===== src/rtl/mem_arb_pkg.sv =====
// mem_arb_pkg: shared types and constants for the ifu/lsu memory arbiter
package mem_arb_pkg;
  typedef enum logic [1:0] {IDLE, BUSY_IFU, BUSY_LSU} state_t;
  typedef enum logic {REQ_IFU, REQ_LSU} req_id_t;
  localparam logic [1:0] SIZE_WORD = 2'b10;
  typedef struct packed {
    logic [31:0] addr;
    logic [1:0]  size;
    logic        wen;
    logic [31:0] wdata;
    logic [3:0]  wmask;
  } req_t;
endpackage


===== src/rtl/mem_arb_slot.sv =====
// mem_arb_slot: one-deep pending request slot; a set while already pending is dropped
module mem_arb_slot
  import mem_arb_pkg::*;
(
  input  logic clock,
  input  logic reset,
  input  logic set,
  input  logic clr,
  input  req_t din,
  output logic pending,
  output req_t dout
);
  always_ff @(posedge clock) begin
    if (reset) begin
      pending <= 1'b0;
      dout    <= '0;
    end else if (clr) begin
      pending <= 1'b0;
    end else if (set && !pending) begin
      pending <= 1'b1;
      dout    <= din;
    end
  end
endmodule


===== src/rtl/mem_arb.sv =====
// mem_arb: round-robin 2:1 arbiter sharing one memory port between ifu and lsu, with a response watchdog
module mem_arb
  import mem_arb_pkg::*;
#(
  parameter int TIMEOUT = 256,
  parameter int CNT_W   = 9
) (
  input  logic        clock,
  input  logic        reset,
  input  logic        io_ifu_reqValid,
  input  logic [31:0] io_ifu_addr,
  output logic        io_ifu_respValid,
  output logic [31:0] io_ifu_rdata,
  output logic        io_ifu_err,
  input  logic        io_lsu_reqValid,
  input  logic [31:0] io_lsu_addr,
  input  logic [1:0]  io_lsu_size,
  input  logic        io_lsu_wen,
  input  logic [31:0] io_lsu_wdata,
  input  logic [3:0]  io_lsu_wmask,
  output logic        io_lsu_respValid,
  output logic [31:0] io_lsu_rdata,
  output logic        io_lsu_err,
  output logic        io_mem_reqValid,
  output logic [31:0] io_mem_addr,
  output logic [1:0]  io_mem_size,
  output logic        io_mem_wen,
  output logic [31:0] io_mem_wdata,
  output logic [3:0]  io_mem_wmask,
  input  logic        io_mem_respValid,
  input  logic [31:0] io_mem_rdata
);
  state_t           state;
  req_id_t          last_grant;
  logic [CNT_W-1:0] cnt;
  logic             ifu_pend, lsu_pend, gnt_ifu, gnt_lsu, timeout, done;
  req_t             ifu_q, lsu_q, mem_q;

  mem_arb_slot u_ifu_slot (
    .clock   (clock),
    .reset   (reset),
    .set     (io_ifu_reqValid && state != BUSY_IFU),
    .clr     (gnt_ifu),
    .din     ('{addr: io_ifu_addr, size: SIZE_WORD, wen: 1'b0, wdata: 32'h0, wmask: 4'h0}),
    .pending (ifu_pend),
    .dout    (ifu_q)
  );

  mem_arb_slot u_lsu_slot (
    .clock   (clock),
    .reset   (reset),
    .set     (io_lsu_reqValid && state != BUSY_LSU),
    .clr     (gnt_lsu),
    .din     ('{addr: io_lsu_addr, size: io_lsu_size, wen: io_lsu_wen, wdata: io_lsu_wdata, wmask: io_lsu_wmask}),
    .pending (lsu_pend),
    .dout    (lsu_q)
  );

  // grants look only at captured requests, so same-cycle reqValid waits a cycle
  assign gnt_ifu = state == IDLE && ifu_pend && (!lsu_pend || last_grant == REQ_LSU);
  assign gnt_lsu = state == IDLE && lsu_pend && !gnt_ifu;
  assign timeout = TIMEOUT != 0 && cnt == CNT_W'(TIMEOUT - 1);
  assign done    = !reset && state != IDLE && (io_mem_respValid || timeout);

  assign io_ifu_respValid = done && state == BUSY_IFU;
  assign io_ifu_rdata     = io_ifu_respValid && io_mem_respValid ? io_mem_rdata : 32'h0;
  assign io_ifu_err       = io_ifu_respValid && !io_mem_respValid;
  assign io_lsu_respValid = done && state == BUSY_LSU;
  assign io_lsu_rdata     = io_lsu_respValid && io_mem_respValid ? io_mem_rdata : 32'h0;
  assign io_lsu_err       = io_lsu_respValid && !io_mem_respValid;

  assign io_mem_addr  = mem_q.addr;
  assign io_mem_size  = mem_q.size;
  assign io_mem_wen   = mem_q.wen;
  assign io_mem_wdata = mem_q.wdata;
  assign io_mem_wmask = mem_q.wmask;

  always_ff @(posedge clock) begin
    if (reset) begin
      state           <= IDLE;
      last_grant      <= REQ_LSU;
      cnt             <= '0;
      mem_q           <= '0;
      io_mem_reqValid <= 1'b0;
    end else begin
      io_mem_reqValid <= gnt_ifu || gnt_lsu;
      if (gnt_ifu || gnt_lsu) begin
        state      <= gnt_ifu ? BUSY_IFU : BUSY_LSU;
        last_grant <= gnt_ifu ? REQ_IFU : REQ_LSU;
        mem_q      <= gnt_ifu ? ifu_q : lsu_q;
        cnt        <= '0;
      end else if (done) begin
        state <= IDLE;
        mem_q <= '0;
        cnt   <= '0;
      end else if (state != IDLE) begin
        cnt <= cnt + CNT_W'(1);
      end
    end
  end
endmodule


===== config.mk =====
export PLATFORM = sky130hd
export DESIGN_NAME = mem_arb
export DESIGN_NICKNAME = d
export VERILOG_FILES = /design/src/rtl/mem_arb_pkg.sv /design/src/rtl/mem_arb_slot.sv /design/src/rtl/mem_arb.sv
export SDC_FILE = /design/constraint.sdc
export NUM_CORES = 1
export LEC_CHECK = 0
export ABC_AREA = 1
export CAP_MARGIN = 20
export CORE_AREA = 2 2 141 143
export CTS_CLUSTER_SIZE = 28
export DETAILED_ROUTE_END_ITERATION = 7
export DIE_AREA = 0 0 143 145
export PLACE_DENSITY = 0.76
export SYNTH_ARGS = -nofsm -noshare
export SYNTH_HDL_FRONTEND = slang
export SYNTH_SLANG_ARGS = --single-unit

===== constraint.sdc =====
create_clock -name clock -period 1.8 [get_ports clock]
set_input_delay 0.18 -clock clock [delete_from_list [all_inputs] [get_ports clock]]
set_output_delay 0.18 -clock clock [all_outputs]
set_load 0.02 [all_outputs]

After elaboration in Yosys (flattened, before gate mapping). Index checks and enable logic that the tools add are counted.

Register bits after elaboration: 190. Bits of input ports: 140. Output and inout bits: 140. Logic and storage cells: 67.

Add/sub/neg operators: 1. Eq/ne operators: 5. Mux-type cells: 9. Bitwise gates (word level): 2. Reductions and logical operators: 32.

Operators by type and width (number): 2-to-1 mux 71 bit (3); 2-to-1 mux 32 bit (2); logical AND 1 bit (16); adder 9 x 1 -> 9 bit, second input constant (1); equality test 9 x 8 -> 1 bit, second input constant (1); 2-to-1 mux 2 bit (3); logical NOT 1 bit (5); AND reduction 2 bit (2); nonzero test 2 bit (2); OR reduction 2 bit (2); logical OR 1 bit (3); OR reduction 3 bit (1); equality test 2 x 1 -> 1 bit, second input constant (1); equality test 2 bit, second input constant (1); logical NOT 2 bit (1); != test 2 x 1 -> 1 bit, second input constant (1); != test 2 bit, second input constant (1); inverter 1 bit (2); 2-to-1 mux 1 bit (1).

Depth between registers and ports, before layout. Gate-level depths: netlist (run 1).

Depth after elaboration: 7. Mapped depth: 12. Gate-level depth less buffers: 11.

Modules after synthesis. Synthesis (run 1) repeated with hierarchy kept, for this count alone.

Cell total of the unflattened synthesis: 1567. Area total of the unflattened synthesis: 10542.6 µm².

Modules (own cells, without submodules): mem_arb_slot (times used 2, cells each 455, area each 2935.3 µm², sequential area each 1441.4 µm²); mem_arb (times used 1, cells each 657, area each 4672.0 µm², sequential area each 1681.6 µm²).

Worst setup path after synthesis (run 1). OpenSTA, ideal clock, no wires.

Kind: reg2out. Start point: reg cnt[0]. End point: out io_ifu_rdata[10]. Arrival time: 2253 ps. Data required time: 1620 ps. Setup slack: -633 ps. Stages on the path, launching flop included: 13. Path buffers: 1. Path through: dfxtp_1 ha_1 nand2_1 nand3b_1 nor3_1 ha_1 nor2_1 nor2_1 nand2_1 nor2_1 nand2_1 clkbuf_1 nor2_1.

Cells in the longest elaborated chain, start to end: 6.

RTL lines: start, declared (RTL line mem_arb.sv:35) `logic [CNT_W-1:0] cnt;`; start signal, assigned (RTL line mem_arb.sv:97) `cnt <= cnt + CNT_W'(1);`; equality test 9 x 8 -> 1 bit (RTL line mem_arb.sv:62) `assign timeout = TIMEOUT != 0 && cnt == CNT_W'(TIMEOUT - 1);`; logical OR 1 bit (RTL line mem_arb.sv:63) `assign done = !reset && state != IDLE && (io_mem_respValid || timeout);`; logical AND 1 bit (RTL line mem_arb.sv:63); logical AND 1 bit (RTL line mem_arb.sv:65) `assign io_ifu_respValid = done && state == BUSY_IFU;`; named net io_ifu_respValid (RTL line mem_arb.sv:12) `output logic io_ifu_respValid,`; logical AND 1 bit (RTL line mem_arb.sv:66) `assign io_ifu_rdata = io_ifu_respValid && io_mem_respValid ? io_mem_rdata : 32'h0;`; 2-to-1 mux 32 bit (RTL line mem_arb.sv:66); end, declared (RTL line mem_arb.sv:13) `output logic [31:0] io_ifu_rdata,`.

The timed path passes the listed nets, and every way through them passes these cells.

Final worst setup path (run 1).
Start point: reg cnt[0]. End point: out io_ifu_rdata[30].

Cells in the longest elaborated chain, start to end: 6.

RTL lines (RTL line): equality test 9 x 8 -> 1 bit (mem_arb.sv:62); logical OR 1 bit (mem_arb.sv:63); logical AND 1 bit (mem_arb.sv:63); logical AND 1 bit (mem_arb.sv:65); logical AND 1 bit (mem_arb.sv:66); 2-to-1 mux 32 bit (mem_arb.sv:66).

No other way between the ends.

==> flow_summary.ini, run 1 <==
[status]
outcome = finished, violations left
violations = setup timing

[setup_path]
required_ns = 1.62
setup.worst_path.end_class = primary output
crit_path_frequent_cell = nor2_4
timing.critical_path.slowest_stage_cell = dfxtp_2
crit_chain = ha_4, nand2_2, nand3b_1, nor3_2, ha_2, nor2_4, nor2_4, nand2_4, nor2_4, nand2_4, clkbuf_16, nor2_4, buf_6
worstSetupPathType = reg2out
critPathArrivalTime_ns = 2.44
cp_top_family = simple AND/OR/NAND/NOR gates
cpPeakStageDelay_ns = 0.35
setup.worst_path.start_class = register
cp_num_buf_inv = 2
path_max_fanout = 8

[die]
die_w_um = 143
start_util_pct = 40.4
ioPinCount = 280
num_rows = 51
die_h_um = 145
core-area_mm2 = 0.0192
fp.dieArea_mm2 = 0.0207

[routing]
wl_per_cell_um = 14.3
drt-initial-drc-count = 472
drt-total-wl_mm = 24.4
antenna_left = 0
dr.pass1.iters = 5
drcViolationCount = 0
dr_total_vias = 8048
viasPerCell = 4.70

[synth]
synth-main-ff-cell = dfxtp_1
synth_edf_count = 0
synthArstFlopShare_pct = 0
avgSynthCellArea_um2 = 6.90
synth_commonest_cells = nand2_1 (256), nor2_1 (192), dfxtp_1 (190), inv_1 (152), o21ai_0 (106)
ys_types = 25
syn_nets = 1268
synth.top_cell.area_share_pct = 49.0
syn_area_mm2 = 0.00776
synth_area_leaders = dfxtp_1 (49%), nand2_1 (12%), nor2_1 (9.3%), inv_1 (7.3%), o21ai_0 (6.8%)
syn_inst = 1126
ys_ff_latch = 190
synth_area_leader_cell = dfxtp_1
ys_seq_area_share_pct = 49.0
yosys.cell_count.top_type = nand2_1
ys_warn_count = 0

[clock_network]
clock-sinks = 190
cts_buffers = 17
cts_root_buffer = clkbuf_16
cts_buffer_depth = 2
path_clk_slew_ns = 0.07
cts_tree = yes
insertion_delay_ns = 0.43
cts_hold_buf = 0
cts_max_level = 4

[timing]
slew_violations = 0
slew_headroom_pct = 78.4
setup_ws_ns = -0.823
hold_violations = 0
fmax_ghz = 0.381
min_period_ns = 2.62
rsz0062_at_grt = true
tightestPinTransition_ns = 0.321
setup_violations = 141
period_share_pct = 146
skew_ns = 0.0113

[grt]
grt_usage_pct = 22.7
grt_first_pass_wirelength_mm = 37.6
antenna_found_initial = 4
grt_max_degree = 81
grt_pass1_vias = 7487
grt_remaining_overflow = 0

[placement]
place.gp.congestion = 0.827
pre_cts_ws_ns = -0.898
dp_hpwl_mm = 16.3
dp.cells = 1656
port_buffers = 279

[layout]
drive_above_1_share_pct = 21.4
stdcell_count = 1714
syn2layout_area_growth_pct = 67.1
final_util_pct = 67.6
fin_nets = 1577
num-fill-cells = 1571

[job]
drv_cap = 0

[power]
vdd_drop_max_mv = 0.710
p_per_area_mw_per_mm2 = 1050
power.leakage_uw = 0.00567

[min_path]
hold_class = in2reg
-- cell families (layout without fill, tap and decap cells) --
kind of cell / after synthesis / after routing / share of synthesized area, %
AO/OA/AOI/OAI: 195 / 195 / 12.6
XOR/XNOR: 2 / 2 / 0.226
adder cells (fa/ha/maj): 2 / 2 / 0.322
buffers and inverters: 224 / 545 / 11.5
flip-flops: 190 / 190 / 49.0
other: 0 / 2 / 0
AND/OR/NAND/NOR: 513 / 513 / 26.3
-- path summary, 6_finish.rpt --
kind,to,slack (ns),cells past startpoint,start
worst max-delay path,io_ifu_rdata[30],-0.82,13,cnt[0]
worst min-delay path,u_ifu_slot.dout[52],0.33,3,io_ifu_addr[13]
worst max register to register,io_mem_addr[7],-0.42,16,cnt[0]
worst min register to register,u_lsu_slot.dout[31],0.44,2,u_lsu_slot.dout[31]
-- metrics by stage --
step | TNS (ns) | total power, µW | hold WS (ns) | cell area (µm²)
2_1_floorplan | -20.77 | 7660 | 0.315 | 8390
3_3_place_gp | -66.58 | 9390 | 0.428 | 11700
3_5_place_dp | -76.62 | 9480 | 0.431 | 11700
4_1_cts | -73.89 | 13500 | 0.320 | 12700
5_1_grt | -97.51 | 14400 | 0.339 | 13000
6_report | -79.13 | 13600 | 0.328 | 13000
-- cell type report --
| cell class | count | area, µm² | area share (%) |
|---|---|---|---|
| repair buffers | 360 | 3910 | 30.1 |
| flip-flops and latches | 190 | 3810 | 29.3 |
| multi-input cells | 712 | 3790 | 29.2 |
| inverters | 154 | 579 | 4.46 |
| clock buffers | 22 | 474 | 3.65 |
| well taps | 265 | 332 | 2.56 |
| clock inverters | 9 | 86.3 | 0.665 |
| diodes | 2 | 5.00 | 0.0386 |
-- metal layers --
layer,GRT usage (%),vias to the layer above,wire length (µm)
met5,0,-,27
met4,9.31,4,713
met3,6.96,48,1760
met2,39.8,279,12400
met1,25.2,3628,9580
li1,-,4089,-
-- repair_timing --
action	4_1_cts	5_1_grt
buffers inserted	12	9
pin swaps	12	13
setup endpoints to repair	150	150
resized for setup	455	33
gates cloned	5	4
-- cell usage in the layout (no fill, tap or decap), types with 5 or more instances in the layout --
| cell type | Yosys | final |
|---|---|---|
| nand2_1 | 256 | 217 |
| clkdlybuf4s50_1 | 0 | 211 |
| dfxtp_1 | 190 | 188 |
| inv_1 | 152 | 152 |
| nor2_1 | 192 | 115 |
| o21ai_0 | 106 | 106 |
| a21oi_1 | 87 | 85 |
| buf_6 | 2 | 84 |
| nor2_4 | 0 | 69 |
| buf_4 | 4 | 40 |
| nand2_2 | 0 | 35 |
| nand3_1 | 35 | 34 |
| nand4_1 | 20 | 20 |
| clkbuf_16 | 0 | 20 |
| buf_12 | 0 | 16 |
| nor2_2 | 2 | 10 |
| buf_16 | 0 | 5 |
-- report_power, final --
part	leakage [µW]	internal (µW)	total, µW	switching (µW)
combinational	0.00383	2120	4690	2570
clock	0.000272	2010	3590	1580
sequential	0.00156	4920	5300	380
total	0.00567	9060	13600	4530
-- state kept, by name, summed over array words and instances, names as in the netlist --
name / count
u_lsu_slot.dout: 71
u_ifu_slot.dout: 33
io_mem_addr: 32
io_mem_wdata: 32
cnt: 9
io_mem_wmask: 4
io_mem_size: 2
state: 2
io_mem_reqValid: 1
io_mem_wen: 1
last_grant: 1
u_ifu_slot.pending: 1
u_lsu_slot.pending: 1
-- worst min-delay path, stage by stage --
cell and delay, ns:
clkdlybuf4s50_1 0.39, nor2_1 0.10, nor2_1 0.05
Power figures use the tool's default switching activity.
==> run 2: changes to the inputs <==
- CTS_CLUSTER_SIZE: 28 -> 40
==> results of run 2 <==
No change in the layout: final DEF, timing and power equal those of run 1.
==> run 3: changes to the inputs <==
- REMOVE_ABC_BUFFERS: not set -> 1
- clock period: 1.8 -> 2.4 ns (I/O delays scaled with it)
==> run 3 against run 2 <==
Compared with the run above: the flow still finishes with violations (setup timing); utilization fell by 6.8 points; non-clock buffer count fell by 42; sequential share of layout area rose by 3.3 points.
==> flow_summary.ini, run 3 (same netlist as run 1, synthesis figures left out) <==
[placement]
place.gp.congestion = 0.745
port_buffers = 279
dp_hpwl_mm = 15.3
dp.cells = 1631

[routing]
viasPerCell = 4.64
dr.pass1.iters = 5
drt-total-wl_mm = 23.0
dr_total_vias = 7750
drcViolationCount = 0
antenna_left = 0
drt-initial-drc-count = 596
wl_per_cell_um = 13.8

[clock_network]
cts_max_level = 4
insertion_delay_ns = 0.42
cts_tree = yes
cts_buffers = 17
clock-sinks = 190
path_clk_slew_ns = 0.07
cts_root_buffer = clkbuf_16
cts_buffer_depth = 2

[setup_path]
worstSetupPathType = reg2out
critPathArrivalTime_ns = 2.48
required_ns = 2.16
setup.worst_path.start_class = register
setup.worst_path.end_class = primary output
path_max_fanout = 16

[grt]
antenna_found_initial = 3
grt_remaining_overflow = 0
grt_pass1_vias = 6932
grt_first_pass_wirelength_mm = 35.0
grt_usage_pct = 21.2
grt_max_degree = 134

[layout]
fin_nets = 1535
final_cell_mix = nand2_1 (252), clkdlybuf4s50_1 (211), dfxtp_1 (188)
largestRegisters = u_lsu_slot.dout x71, u_ifu_slot.dout x33
largest_register_ff_count = 71
num-fill-cells = 1770
stdcell_count = 1672
final_common_cell = nand2_1
syn2layout_area_growth_pct = 50.3
top_register = u_lsu_slot.dout
drive_above_1_share_pct = 12.7

[job]
drv_cap = 0

[min_path]
hold_class = in2reg

[timing]
slew_headroom_pct = 64.2
tightestPinTransition_ns = 0.537
setup_violations = 68
holdWs_ns = 0.403
skew_ns = 0.00736
hold_violations = 0
fmax_ghz = 0.368
setup_ws_ns = -0.319
period_share_pct = 113
rsz0062_at_grt = true
min_period_ns = 2.72
slew_violations = 0

[die]
core-area_mm2 = 0.0192
die_w_um = 143
num_rows = 51
start_util_pct = 40.4
die_h_um = 145
fp.dieArea_mm2 = 0.0207
ioPinCount = 280

[status]
violations = setup timing
outcome = finished, violations left

[power]
p_sw_share_pct = 33.3
vdd_drop_max_mv = 0.525
power.leakage_uw = 0.00527
power.switching_uw = 3200
p_int_uw = 6390
p_clk_share_pct = 28.3
finalPower_uw = 9590
pwr-share-seq_pct = 41.4
p_per_area_mw_per_mm2 = 822
p_comb_share_pct = 30.3
## run 3: changes by cell type in the layout (fill, tap and decap cells not counted), moves of 3 or more
| cell | before | now |
|---|---|---|
| buf_16 | 5 | 0 |
| buf_4 | 40 | 77 |
| nand2_1 | 217 | 252 |
| buf_6 | 84 | 20 |
| nor2_4 | 69 | 15 |
| nor2_1 | 115 | 167 |
| nand2_4 | 4 | 1 |
| buf_12 | 16 | 8 |
| nand2_2 | 35 | 3 |
## run 3: per-layer routing
| layer | vias up | global-route usage (%) | routed length (µm) | share of wire, % |
|---|---|---|---|---|
| li1 | 4006 | - | - | - |
| met1 | 3495 | 24.0 | 9180 | 40 |
| met2 | 221 | 38.6 | 12000 | 52 |
| met3 | 28 | 5.48 | 1430 | 6.2 |
| met4 | 0 | 6.19 | 405 | 1.8 |
| met5 | - | 0 | 0 | 0 |
## run 3: layout make-up
cell class	count	area (µm²)	share of cell area (%)
multi-input cells	712	3270	28.0
clock buffers	21	480	4.12
clock inverters	9	86.3	0.740
diodes	3	7.51	0.0643
repair buffers	318	3120	26.7
well taps	265	332	2.84
flip-flops and latches	190	3810	32.6
inverters	154	579	4.96
## run 3: worst paths after layout
check / from / end / slack [ns] / cells after the start
setup / recovery: cnt[0] / io_ifu_rdata[8] / -0.32 / 13
hold / removal: io_ifu_addr[7] / u_ifu_slot.dout[46] / 0.40 / 3
setup reg to reg: cnt[0] / cnt[0] / 0.18 / 11
hold reg to reg: u_lsu_slot.dout[7] / u_lsu_slot.dout[7] / 0.44 / 2
## run 3: worst max-delay path: stages (launching register included)
cell	delay, ns
dfxtp_2	0.36
ha_4	0.15
nand2_2	0.05
nand3b_1	0.20
nor3_2	0.14
ha_2	0.20
nor2_2	0.04
nor2_1	0.11
nand2_2	0.13
nor2_4	0.15
nand2_4	0.09
buf_12	0.16
nor2_1	0.12
buf_4	0.16
## run 3: power groups by stage
stage	sequential (µW)	combinational, µW	clock, µW
finish	3970	2900	2720
global route	4030	3200	2900
CTS	3970	2890	2770
detailed placement	4030	2870	0
global placement	4010	2820	0
floorplan	4240	1300	0
## run 3: stage by stage
stage / cell area, µm² / utilization [%] / setup WS, ns / TNS, ns
floorplan: 7450 / - / -1.11 / -131.25
global placement: 10900 / 56.9 / -0.202 / -12.38
detailed placement: 10900 / 56.9 / -0.289 / -16.96
CTS: 11400 / 59.3 / -0.248 / -14.64
global route: 11700 / 60.7 / -0.434 / -26.00
finish: 11700 / 60.8 / -0.319 / -18.15
## run 3: what timing repair did
action	in CTS	in global routing
buffers inserted	4	2
hold buffers	0	0
pin swaps	4	2
endpoints found under the setup margin	68	68
cloned	0	2
gates resized for setup	349	63
